$ cat src/rtl/psg_frac_cen_if.sv
// Ratio-load handshake for psg_frac_cen: ld is a one-cycle request carrying n_in/m_in and is
// ignored while busy is high; each accepted or rejected request ends with a one-cycle ld_ack (+ ld_err).
interface psg_frac_cen_if #(
  parameter int W = 12
);
  logic [W-1:0] n_in;
  logic [W-1:0] m_in;
  logic         ld;
  logic         busy;
  logic         ld_ack;
  logic         ld_err;

  modport master (
    output n_in, m_in, ld,
    input  busy, ld_ack, ld_err
  );

  modport slave (
    input  n_in, m_in, ld,
    output busy, ld_ack, ld_err
  );
endinterface

$ cat src/rtl/psg_frac_cen.sv
// Fractional N/M clock-enable generator: a phase accumulator fires at rate 2N/M, with fires
// routed alternately to cen and cenb; a new ratio is applied only on a cenb boundary or while stopped.
module psg_frac_cen #(
  parameter int W     = 12,
  parameter int DEF_N = 1,
  parameter int DEF_M = 8
) (
  input  logic           clk,
  input  logic           rst_n,
  input  logic           en,
  psg_frac_cen_if.slave  lb,
  output logic           cen,
  output logic           cenb,
  output logic           dbg_state
);

  typedef enum logic {
    ST_IDLE = 1'b0,
    ST_PEND = 1'b1
  } state_t;

  localparam logic [W-1:0] N_RST = W'(DEF_N);
  localparam logic [W-1:0] M_RST = W'(DEF_M);

  state_t       state_q;
  state_t       state_d;

  logic [W-1:0] n_reg;
  logic [W-1:0] m_reg;
  logic [W-1:0] n_sh;
  logic [W-1:0] m_sh;
  logic [W:0]   acc;
  logic         phase;

  logic         cen_q;
  logic         cenb_q;
  logic         ld_ack_q;
  logic         ld_err_q;

  logic [W+1:0] sum;
  logic [W+1:0] diff;
  logic [W+1:0] acc_full;
  logic [W:0]   acc_nx;
  logic         fire;
  logic         apply;
  logic         req_ok;
  logic         capture;
  logic         ack_d;
  logic         err_d;
  logic         unused_top_bit;

  // Full-width step so 2N never wraps before the compare against M.
  assign sum      = {1'b0, acc} + {1'b0, n_reg, 1'b0};
  assign diff     = sum - {2'b00, m_reg};
  assign fire     = en && (sum >= {2'b00, m_reg});
  assign acc_full = fire ? diff : sum;
  assign acc_nx   = acc_full[W:0];
  assign unused_top_bit = acc_full[W+1];

  // 2*n_in is formed at W+1 bits so a large n_in cannot alias to a small value.
  assign req_ok = (lb.n_in != '0) && (lb.m_in != '0) &&
                  ({lb.n_in, 1'b0} <= {1'b0, lb.m_in});

  assign apply = (state_q == ST_PEND) && (!en || (fire && phase));

  always_comb begin
    state_d = state_q;
    capture = 1'b0;
    ack_d   = 1'b0;
    err_d   = 1'b0;
    case (state_q)
      ST_IDLE: begin
        if (lb.ld) begin
          if (req_ok) begin
            capture = 1'b1;
            state_d = ST_PEND;
          end else begin
            ack_d = 1'b1;
            err_d = 1'b1;
          end
        end
      end
      ST_PEND: begin
        if (apply) begin
          ack_d   = 1'b1;
          state_d = ST_IDLE;
        end
      end
      default: state_d = ST_IDLE;
    endcase
  end

  always_ff @(posedge clk or negedge rst_n) begin
    if (!rst_n) begin
      state_q <= ST_IDLE;
    end else begin
      state_q <= state_d;
    end
  end

  always_ff @(posedge clk or negedge rst_n) begin
    if (!rst_n) begin
      n_reg    <= N_RST;
      m_reg    <= M_RST;
      n_sh     <= N_RST;
      m_sh     <= M_RST;
      acc      <= '0;
      phase    <= 1'b0;
      cen_q    <= 1'b0;
      cenb_q   <= 1'b0;
      ld_ack_q <= 1'b0;
      ld_err_q <= 1'b0;
    end else begin
      cen_q    <= fire & ~phase;
      cenb_q   <= fire & phase;
      ld_ack_q <= ack_d;
      ld_err_q <= err_d;
      if (capture) begin
        n_sh <= lb.n_in;
        m_sh <= lb.m_in;
      end
      // The apply wins over this step's accumulator update; its cenb pulse still goes out.
      if (apply) begin
        n_reg <= n_sh;
        m_reg <= m_sh;
        acc   <= '0;
        phase <= 1'b0;
      end else if (en) begin
        acc   <= acc_nx;
        phase <= phase ^ fire;
      end
    end
  end

  assign cen       = cen_q;
  assign cenb      = cenb_q;
  assign lb.ld_ack = ld_ack_q;
  assign lb.ld_err = ld_err_q;
  assign lb.busy   = (state_q == ST_PEND);
  assign dbg_state = state_q;

endmodule

$ cat src/flat_wrapper.sv
// flat-port wrapper written by rule: the top's interface ports become plain ports
module psg_frac_cen_flat 
#(
  parameter int W     = 12,
  parameter int DEF_N = 1,
  parameter int DEF_M = 8
)
  (clk, rst_n, en, cen, cenb, dbg_state, lb_n_in, lb_m_in, lb_ld, lb_busy, lb_ld_ack, lb_ld_err);
  psg_frac_cen_if #(.W(W)) lb_i ();
  input  logic clk;
  input  logic rst_n;
  input  logic en;
  output logic cen;
  output logic cenb;
  output logic dbg_state;
  input wire logic [$bits(lb_i.n_in)-1:0] lb_n_in;
  input wire logic [$bits(lb_i.m_in)-1:0] lb_m_in;
  input wire logic [$bits(lb_i.ld)-1:0] lb_ld;
  output wire logic [$bits(lb_i.busy)-1:0] lb_busy;
  output wire logic [$bits(lb_i.ld_ack)-1:0] lb_ld_ack;
  output wire logic [$bits(lb_i.ld_err)-1:0] lb_ld_err;
  assign lb_i.n_in = lb_n_in;
  assign lb_i.m_in = lb_m_in;
  assign lb_i.ld = lb_ld;
  assign lb_busy = lb_i.busy;
  assign lb_ld_ack = lb_i.ld_ack;
  assign lb_ld_err = lb_i.ld_err;
  psg_frac_cen #(.W(W), .DEF_N(DEF_N), .DEF_M(DEF_M)) u_core (.clk(clk), .rst_n(rst_n), .en(en), .lb(lb_i), .cen(cen), .cenb(cenb), .dbg_state(dbg_state));
endmodule
$ cat config.mk
export PLATFORM = sky130hd
export DESIGN_NAME = psg_frac_cen_flat
export DESIGN_NICKNAME = d
export VERILOG_FILES = /design/src/rtl/psg_frac_cen_if.sv /design/src/rtl/psg_frac_cen.sv /design/src/flat_wrapper.sv
export SDC_FILE = /design/constraint.sdc
export NUM_CORES = 1
export LEC_CHECK = 0
export CORE_MARGIN = 2
export CORE_UTILIZATION = 45
export CTS_CLUSTER_SIZE = 25
export DETAILED_ROUTE_END_ITERATION = 10
export DONT_BUFFER_PORTS = 1
export HOLD_SLACK_MARGIN = 0.02
export SLEW_MARGIN = 40
export SYNTH_ARGS = -nofsm -noshare
export SYNTH_HDL_FRONTEND = slang
export SYNTH_SLANG_ARGS = --single-unit
$ cat constraint.sdc
create_clock -name clk -period 14.02 [get_ports clk]
set_clock_uncertainty 0.05 [all_clocks]
set_input_delay 4.206 -clock clk [delete_from_list [all_inputs] [get_ports clk]]
set_output_delay 4.206 -clock clk [all_outputs]
set_load 0.05 [all_outputs]
==> impl_metrics.yaml, run 1 <==
grt:
  grt_pass1_vias: 3057
  grt_overflow: 0
  grt_pass1_wl_um: 15500
  antenna_found_initial: 0
  grt_start_max_net_pins: 68
  gr-usage-all-layers_pct: 20.4
die:
  die_area_mm2: 0.00980
  core-area_mm2: 0.00872
  die_h_um: 99
  initial_utilization_pct: 46.6
  dieWidth_um: 99
  row_count: 34
  pin_count: 34
yosys:
  synth_fp_nets: 485
  ys_async_sr_fraction_pct: 100
  synth_flop_cell: "dfrtp_1"
  synthCells: 418
  synth_edf_count: 0
  ys_types: 59
  syn-mean-instance-area_um2: 9.72
  synth_warnings: 0
  seq_area_frac_synth_pct: 41.4
  ys_ff_latch: 67
  netlist_area_mm2: 0.00406
setup_path:
  cp-end-kind: "flop"
  crit_path_max_fanout: 25
  cp.required_ns: 14.20
  crit_chain: "inv_1 > ha_1 > nor2b_1 > o21a_1 > o21ai_0 > a211o_1 > a31oi_1 > o32ai_1 > or3b_2 > mux2_2"
  cp_slowest_cell: "or3b_2"
  cp.buffers_inverters: 1
  max_stage_delay_ns: 0.77
  critPathTopFamily: "simple AND/OR/NAND/NOR gates"
  worstPathArrival_ns: 6.46
  crit_type: "in -> reg"
  crit_path_start_kind: "primary input"
clocking:
  cts_num_sinks: 67
  postCtsSetupRepairBufs: 0
  cts_max_path_buffers: 2
  cts_tree: "done"
  htree_levels: 3
  cts_hold_buf: 0
  clkTransAtPathRegs_ns: 0.08
  ctsResizeCount: 0
  numCtsBuffers: 9
  clk_latency_ns: 0.35
  cts-root-buf: "clkbuf_8"
sta:
  period_share_pct: 44.8
  max_freq_mhz: 159
  fin_ws_ns: 7.74
  tightest_slew_ns: 0.641
  hold_violations: 0
  drv_slew: 0
  fin_setup_tns_ns: 0
  rsz0062_at_grt: "false"
  fin_crit_ns: 6.28
  setup_viol: 0
  whs_ns: 0.412
  relSlewSlack_pct: 57.2
min_path:
  worstHoldPathType: "reg -> reg"
routing:
  drtIter0Drc: 140
  remaining_drc_errors: 0
  first_pass_iters: 4
  route.vias.total: 2961
  viasPerCell: 5.56
  wl_per_cell_um: 17.3
  antenna_left: 0
  totalWireLength_um: 9210
place:
  dp_hpwl_um: 6930
  pre_cts_ws_ns: 7.36
  io_buffer_count: 0
  place_congestion: 0.829
cells_and_area:
  finalNetCount: 487
  syn2layout_area_growth_pct: 7.70
  antennaDiodeCount: 0
  drive_gt1_share_pct: 14.4
  largest_register: "u_core.acc"
  largest_reg_flops: 13
job:
  max_cap_viol_count: 0
outcome:
  outcome: "completed"
[area by class of cell]
| cell class | instances | area, um2 |
|---|---|---|
| inverter | 35 | 131 |
| multi-input combinational | 304 | 2200 |
| fill | 788 | 4350 |
| clock buffer | 9 | 124 |
| tap | 108 | 135 |
| timing repair buffer | 3 | 22.5 |
| sequential | 67 | 1680 |
| clock inverter | 7 | 81.3 |
[synthesized netlist by cell type (5+ instances only)]
library cell | number | share of area (%)
nand2_1 | 67 | 6.2
dfrtp_1 | 63 | 39
ha_1 | 37 | 11
inv_1 | 34 | 3.1
o21ai_0 | 24 | 3.0
mux2_2 | 23 | 6.4
nor2_1 | 18 | 1.7
a21oi_1 | 14 | 1.7
xnor2_1 | 13 | 2.8
o21ai_1 | 9 | 1.1
a21o_1 | 8 | 1.5
mux2i_1 | 8 | 2.0
clkbuf_1 | 7 | 0.65
nor3_1 | 6 | 0.74
nand4_1 | 5 | 0.77
nor2b_1 | 5 | 0.77
nor4_1 | 5 | 0.77
o21a_1 | 5 | 0.92
[per-layer routing]
layer	routed length, um	GRT usage, %
met3	477	6.31
met5	0	0
met4	111	5.69
met1	4440	27.8
met2	4180	31.7
[placed cells by master, fill, tap and decap left out, types with 2 or more instances in the layout]
| master | synthesis | layout |
|---|---|---|
| a211o_1 | 2 | 2 |
| a211oi_1 | 3 | 3 |
| a21o_1 | 8 | 8 |
| a21oi_1 | 14 | 14 |
| a221o_1 | 2 | 2 |
| a31oi_1 | 3 | 3 |
| and2_1 | 3 | 3 |
| buf_4 | 1 | 3 |
| clkbuf_8 | 0 | 9 |
| dfrtp_1 | 63 | 62 |
| dfstp_2 | 4 | 4 |
| fa_1 | 2 | 2 |
| ha_1 | 37 | 37 |
| inv_1 | 34 | 34 |
| inv_6 | 0 | 4 |
| mux2_2 | 23 | 23 |
| mux2i_1 | 8 | 8 |
| nand2_1 | 67 | 67 |
| nand2b_1 | 4 | 4 |
| nand3_1 | 4 | 4 |
| nand4_1 | 5 | 5 |
| nor2_1 | 18 | 18 |
| nor2b_1 | 5 | 5 |
| nor3_1 | 6 | 6 |
| nor4_1 | 5 | 5 |
| o21a_1 | 5 | 5 |
| o21ai_0 | 24 | 23 |
| o21ai_1 | 9 | 9 |
| o31ai_1 | 4 | 4 |
| xnor2_1 | 13 | 13 |
| xor2_1 | 4 | 4 |
[through the flow]
step | util (%) | std cells | cell area, um2
floorplan | - | 418 | 4060
global placement | 47.7 | 517 | 4160
detailed placement | 47.8 | 517 | 4170
CTS | 50.2 | 533 | 4370
global route | 50.2 | 533 | 4370
finish | 50.2 | 533 | 4370
[tightest hold or removal path, cell delays in order (launching register included)]
cell and delay [ns]:
dfrtp_1 0.34, nand2_1 0.05, nand2_1 0.05
[final timing paths]
| check | from | to | slack, ns | depth (start not counted) |
|---|---|---|---|---|
| hold / removal | u_core.n_sh[11] | u_core.n_reg[11] | 0.41 | 2 |
| min in group asynchronous | rst_n | u_core.acc[4] | 3.49 | 0 |
| setup reg to reg | u_core.n_reg[0] | u_core.acc[2] | 7.83 | 24 |
| max in group asynchronous | rst_n | u_core.n_reg[0] | 10.23 | 0 |
| setup / recovery | lb_m_in[1] | u_core.n_sh[9] | 7.74 | 10 |
| hold reg to reg | u_core.n_sh[11] | u_core.n_reg[11] | 0.41 | 2 |
[logic make-up after synthesis]
logic type	after synthesis	share of synthesized area (%)
xor+xnor	17	3.67
buf+inv	47	4.77
flops	67	41.4
compound gates	90	14.9
fa+ha+maj	39	12.4
simple gates	127	14.6
mux	31	8.35
Power of run 1 is not shown: default switching activity piles up to over one toggle a cycle in this logic, so the estimate is an artifact.
==> run 2: changes to the inputs <==
==> constraint.sdc (replaced) <==
create_clock -name clk -period 6.53 [get_ports clk]
set_clock_uncertainty 0.05 [all_clocks]
set_input_delay 1.959 -clock clk [delete_from_list [all_inputs] [get_ports clk]]
set_output_delay 1.959 -clock clk [all_outputs]
set_load 0.05 [all_outputs]
==> run 2 against run 1 <==
Against the previous run:
- routed wire length up 1.5%
- clock-buffer cell count unchanged
- setup slack worse by 7.1 ns
- die area unchanged
- first-iteration DRC count down 33%
- non-clock buffer count up 3
- final cell count up 0.56%
==> impl_metrics.yaml, run 2 (synthesized netlist as in run 1, its figures left out) <==
setup_path:
  crit_path_start_kind: "flop"
  worstPathArrival_ns: 6.08
  cp_slowest_cell: "dfstp_2"
  cp.buffers_inverters: 3
  cp.required_ns: 6.75
  reg2regPathDepth: 22
  crit_type: "reg -> reg"
  max_stage_delay_ns: 0.54
  crit_chain: "ha_1 > inv_1 > fa_1 > nor2b_1 > o2111ai_1 > a31oi_1 > a21o_1 > a21oi_1 > xnor2_1 > ha_1 > nand4_1 > nor2_1 > a221o_1 > or4_4 > a41o_1 > o311ai_4 > inv_2 > ha_1 > nand2b_1 > and2_1 > buf_4 > o31ai_1"
  r2r_start: "u_core.n_reg[0]"
  critPathTopFamily: "compound AO/OA/AOI/OAI gates"
  rrSetupSlack_ns: 0.67
  critPathMostFrequentCell: "ha_1"
  cp-end-kind: "flop"
  crit_path_max_fanout: 23
  r2r-end: "u_core.phase"
sta:
  rsz0062_at_grt: "false"
  hold_violations: 0
  relSlewSlack_pct: 54.0
  fin_setup_tns_ns: 0
  fin_crit_ns: 5.86
  tightest_slew_ns: 0.689
  drv_slew: 0
  period_share_pct: 89.7
  setup_viol: 0
  max_freq_mhz: 171
min_path:
  worstHoldPathType: "reg -> reg"
  holdPathStages: 2
  hold_start: "u_core.n_sh[10]"
  hold_end: "u_core.n_reg[10]"
job:
  max_cap_viol_count: 0
routing:
  route.vias.total: 3028
  drtIter0Drc: 94
  totalWireLength_um: 9340
  antenna_left: 0
  viasPerCell: 5.65
  first_pass_iters: 4
  wl_per_cell_um: 17.4
  remaining_drc_errors: 0
die:
  core-area_mm2: 0.00872
  row_count: 34
  die_h_um: 99
  die_area_mm2: 0.00980
  pin_count: 34
  initial_utilization_pct: 46.6
  dieWidth_um: 99
clocking:
  clk_latency_ns: 0.35
  cts_hold_buf: 0
  postCtsSetupRepairBufs: 0
  cts_max_path_buffers: 2
  cts_num_sinks: 67
  cts-root-buf: "clkbuf_8"
  numCtsBuffers: 9
  cts_tree: "done"
  ctsResizeCount: 0
  clkTransAtPathRegs_ns: 0.08
  htree_levels: 3
grt:
  grt_pass1_vias: 3090
  grt_overflow: 0
  gr-usage-all-layers_pct: 20.7
  grt_start_max_net_pins: 68
  antenna_found_initial: 0
  grt_pass1_wl_um: 15600
cells_and_area:
  final_common_cell: "nand2_1"
  final_cell_mix: "nand2_1 (67), dfrtp_1 (62), ha_1 (37), inv_1 (34), o21ai_0 (24)"
  finalNetCount: 490
  final_area_mm2: 0.00441
  antennaDiodeCount: 0
  drive_gt1_share_pct: 14.5
  syn2layout_area_growth_pct: 8.50
  largest_reg_flops: 13
  largest_register: "u_core.acc"
place:
  place_congestion: 0.868
  io_buffer_count: 0
  place_area_mm2: 0.00417
  dp_hpwl_um: 6950
outcome:
  outcome: "completed"
## run 2: cell types whose count changed in the layout (fill, tap and decap cells not counted)
cell	before	now
buf_4	3	5
o21ai_0	23	24
clkinv_2	0	1
o21ai_2	1	0
o41ai_1	1	2
o41ai_2	1	0
buf_6	0	1
inv_6	4	2
bufinv_16	1	2
## run 2: area by class of cell
cell class	instances	area [um2]
clock inverters	7	98.8
clock buffers	9	124
repair buffers	6	48.8
inverters	35	131
multi-input cells	304	2190
well taps	108	135
fillers	799	4310
flip-flops and latches	67	1680
## run 2: how the worst max path moves through the flow
stage                    startpoint                to  slack [ns]  cells after the start
floorplan           u_core.n_reg[0]  u_core.m_reg[10]        1.27                     23
global placement    u_core.n_reg[0]     u_core.acc[2]        0.58                     25
detailed placement  u_core.n_reg[0]      u_core.phase        0.46                     22
CTS                 u_core.n_reg[0]      u_core.phase        0.43                     22
global route        u_core.n_reg[0]    u_core.acc[11]        0.32                     24
finish              u_core.n_reg[0]      u_core.phase        0.67                     22
## run 2: worst reg2reg max path, stage by stage (launching register included)
cell and delay [ns]:
dfstp_2 0.54, ha_1 0.16, inv_1 0.05, fa_1 0.39, nor2b_1 0.19, o2111ai_1 0.15, a31oi_1 0.39, a21o_1 0.19
a21oi_1 0.07, xnor2_1 0.21, ha_1 0.30, nand4_1 0.10, nor2_1 0.07, a221o_1 0.31, or4_4 0.43, a41o_1 0.26
o311ai_4 0.53, inv_2 0.11, ha_1 0.22, nand2b_1 0.16, and2_1 0.37, buf_4 0.31, o31ai_1 0.24
## run 2: routing by layer
metal	share of wire [%]	vias up	track usage (%)	routed length, um
li1	-	1478	-	-
met1	47	1462	27.5	4350
met2	46	78	31.4	4260
met3	6.6	10	6.60	612
met4	1.3	0	8.11	119
met5	0	-	0	0
## run 2: stage by stage
step	setup WS, ns	hold slack (ns)	std cells	util (%)
finish	0.671	0.413	536	50.5
global placement	0.577	0.398	519	47.8
global route	0.319	0.439	536	50.5
floorplan	1.27	0.380	418	-
CTS	0.430	0.419	535	50.4
detailed placement	0.461	0.401	519	47.8
Power of run 2 is left out for the same reason.
==> run 3: changes to the inputs <==
--- a/config.mk
+++ b/config.mk
@@ -5,11 +5,11 @@
 export SDC_FILE = /design/constraint.sdc
 export NUM_CORES = 1
 export LEC_CHECK = 0
+export BUFFER_PORTS_ARGS = -buffer_cell sky130_fd_sc_hd__buf_2
 export CORE_MARGIN = 2
 export CORE_UTILIZATION = 45
 export CTS_CLUSTER_SIZE = 25
 export DETAILED_ROUTE_END_ITERATION = 10
-export DONT_BUFFER_PORTS = 1
 export HOLD_SLACK_MARGIN = 0.02
 export SLEW_MARGIN = 40
 export SYNTH_ARGS = -nofsm -noshare
==> constraint.sdc (replaced) <==
create_clock -name clk -period 7.4 [get_ports clk]
set_clock_uncertainty 0.05 [all_clocks]
set_input_delay 2.22 -clock clk [delete_from_list [all_inputs] [get_ports clk]]
set_output_delay 2.22 -clock clk [all_outputs]
set_load 0.05 [all_outputs]
==> run 3 against run 2 <==
Against the previous run:
- routed wire length decreased by 2.1%
- register-to-register slack improved by 0.96 ns
- maximum frequency up 1.6%
- die area is the same
- final area rose by 3.5%
- first-iteration DRC count is 30% higher
- setup slack better by 0.96 ns
- non-clock buffer count rose by 30
- sequential share of layout area is 1.3 points lower
- largest cell class unchanged
==> impl_metrics.yaml, run 3 (synthesized netlist as in run 1, its figures left out) <==
clocking:
  cts_tree: "done"
  htree_levels: 3
  clk_latency_ns: 0.34
  numCtsBuffers: 9
  ctsResizeCount: 0
  clkTransAtPathRegs_ns: 0.08
  cts-root-buf: "clkbuf_8"
  postCtsSetupRepairBufs: 0
  cts_max_path_buffers: 2
  cts_num_sinks: 67
  cts_hold_buf: 0
routing:
  wl_per_cell_um: 16.2
  route.vias.total: 3088
  met1_length_um: 4600
  wl_met2_um: 3870
  totalWireLength_um: 9150
  wl_met3_um: 448
  first_pass_iters: 5
  drtIter0Drc: 122
  top_layer: "met4"
  viasPerCell: 5.46
  remaining_drc_errors: 0
  antenna_left: 0
cells_and_area:
  fill_cells: 792
  largest_reg_flops: 13
  final_common_cell: "nand2_1"
  largest_register: "u_core.acc"
  final_cell_mix: "nand2_1 (67), dfrtp_1 (63), ha_1 (37), inv_1 (34), buf_2 (33)"
  drive_gt1_share_pct: 20.1
  syn2layout_area_growth_pct: 12.3
  antennaDiodeCount: 0
  finalNetCount: 520
sta:
  tightest_slew_ns: 0.728
  fin_ws_ns: 1.63
  relSlewSlack_pct: 50.8
  hold_violations: 0
  rsz0062_at_grt: "false"
  fin_setup_tns_ns: 0
  max_freq_mhz: 173
  fin_crit_ns: 5.77
  setup_viol: 0
  drv_slew: 0
  period_share_pct: 77.9
die:
  die_area_mm2: 0.00980
  row_count: 34
  core-area_mm2: 0.00872
  initial_utilization_pct: 46.6
  die_h_um: 99
  pin_count: 34
  dieWidth_um: 99
setup_path:
  worstPathArrival_ns: 6.00
  crit_path_max_fanout: 14
  cp.required_ns: 7.63
  cp-end-kind: "flop"
  crit_path_start_kind: "flop"
  crit_type: "reg -> reg"
min_path:
  worstHoldPathType: "reg -> reg"
place:
  dp_hpwl_um: 7140
  pre_cts_ws_ns: 1.51
  io_buffer_count: 33
  place_congestion: 0.854
grt:
  grt_overflow: 0
  antenna_found_initial: 0
  grt_start_max_net_pins: 68
  grt_pass1_vias: 3124
  gr-usage-all-layers_pct: 20.1
  grt_pass1_wl_um: 15500
outcome:
  outcome: "completed"
job:
  max_cap_viol_count: 0
## run 3: cell count changes in the layout (fill, tap and decap cells not counted), sizes merged
cell,delta
buf,+30
clkbuf,+3
clkinv,-1
inv,-2
## run 3: worst paths after layout
path | from | to | slack (ns) | cells after the start
worst max-delay path | u_core.n_reg[0] | u_core.acc[2] | 1.63 | 23
worst min-delay path | u_core.n_sh[3] | u_core.n_reg[3] | 0.41 | 2
worst max register to register | u_core.n_reg[0] | u_core.acc[2] | 1.63 | 23
worst min register to register | u_core.n_sh[3] | u_core.n_reg[3] | 0.41 | 2
max in group asynchronous | rst_n | u_core.n_sh[5] | 4.96 | 2
min in group asynchronous | rst_n | u_core.m_reg[1] | 1.90 | 2
## run 3: layout make-up
cell class	instances	area [um2]	area share, %
clock buffers	12	155	3.40
clock inverters	4	72.6	1.59
inverters	35	131	2.88
multi-input cells	304	2190	48.1
flip-flops and latches	67	1680	36.9
well taps	108	135	2.96
repair buffers	36	191	4.20
## run 3: through the flow
step	instance area [um2]	hold WS, ns	instances	utilization [%]
after global placement	4320	0.398	550	49.6
after CTS	4550	0.415	566	52.2
after detailed placement	4320	0.403	550	49.6
after floorplan	4060	0.380	418	-
after global routing	4560	0.436	566	52.3
final	4560	0.413	566	52.3
## run 3: metal layers
metal | track usage (%) | vias up
met1 | 29.0 | 1459
met2 | 29.3 | 78
met3 | 3.62 | 19
met4 | 9.38 | 0
li1 | - | 1532
met5 | 0 | -
## run 3: worst max-delay path, stage by stage, from the launching register on
cell and delay [ns]:
dfstp_2 0.54, ha_1 0.17, inv_1 0.06, fa_1 0.39
nor2b_1 0.19, o2111ai_1 0.15, a31oi_1 0.33, a21o_1 0.17
a21oi_1 0.07, xnor2_1 0.22, ha_1 0.31, nand4_1 0.11
nor2_1 0.07, a221o_1 0.33, or4_4 0.43, or3_2 0.49
o311ai_4 0.12, inv_2 0.10, ha_1 0.20, nand2b_1 0.18
nand2_1 0.38, o21ai_2 0.27, nor3_1 0.24, a221o_1 0.13
Power of run 3 is left out for the same reason.
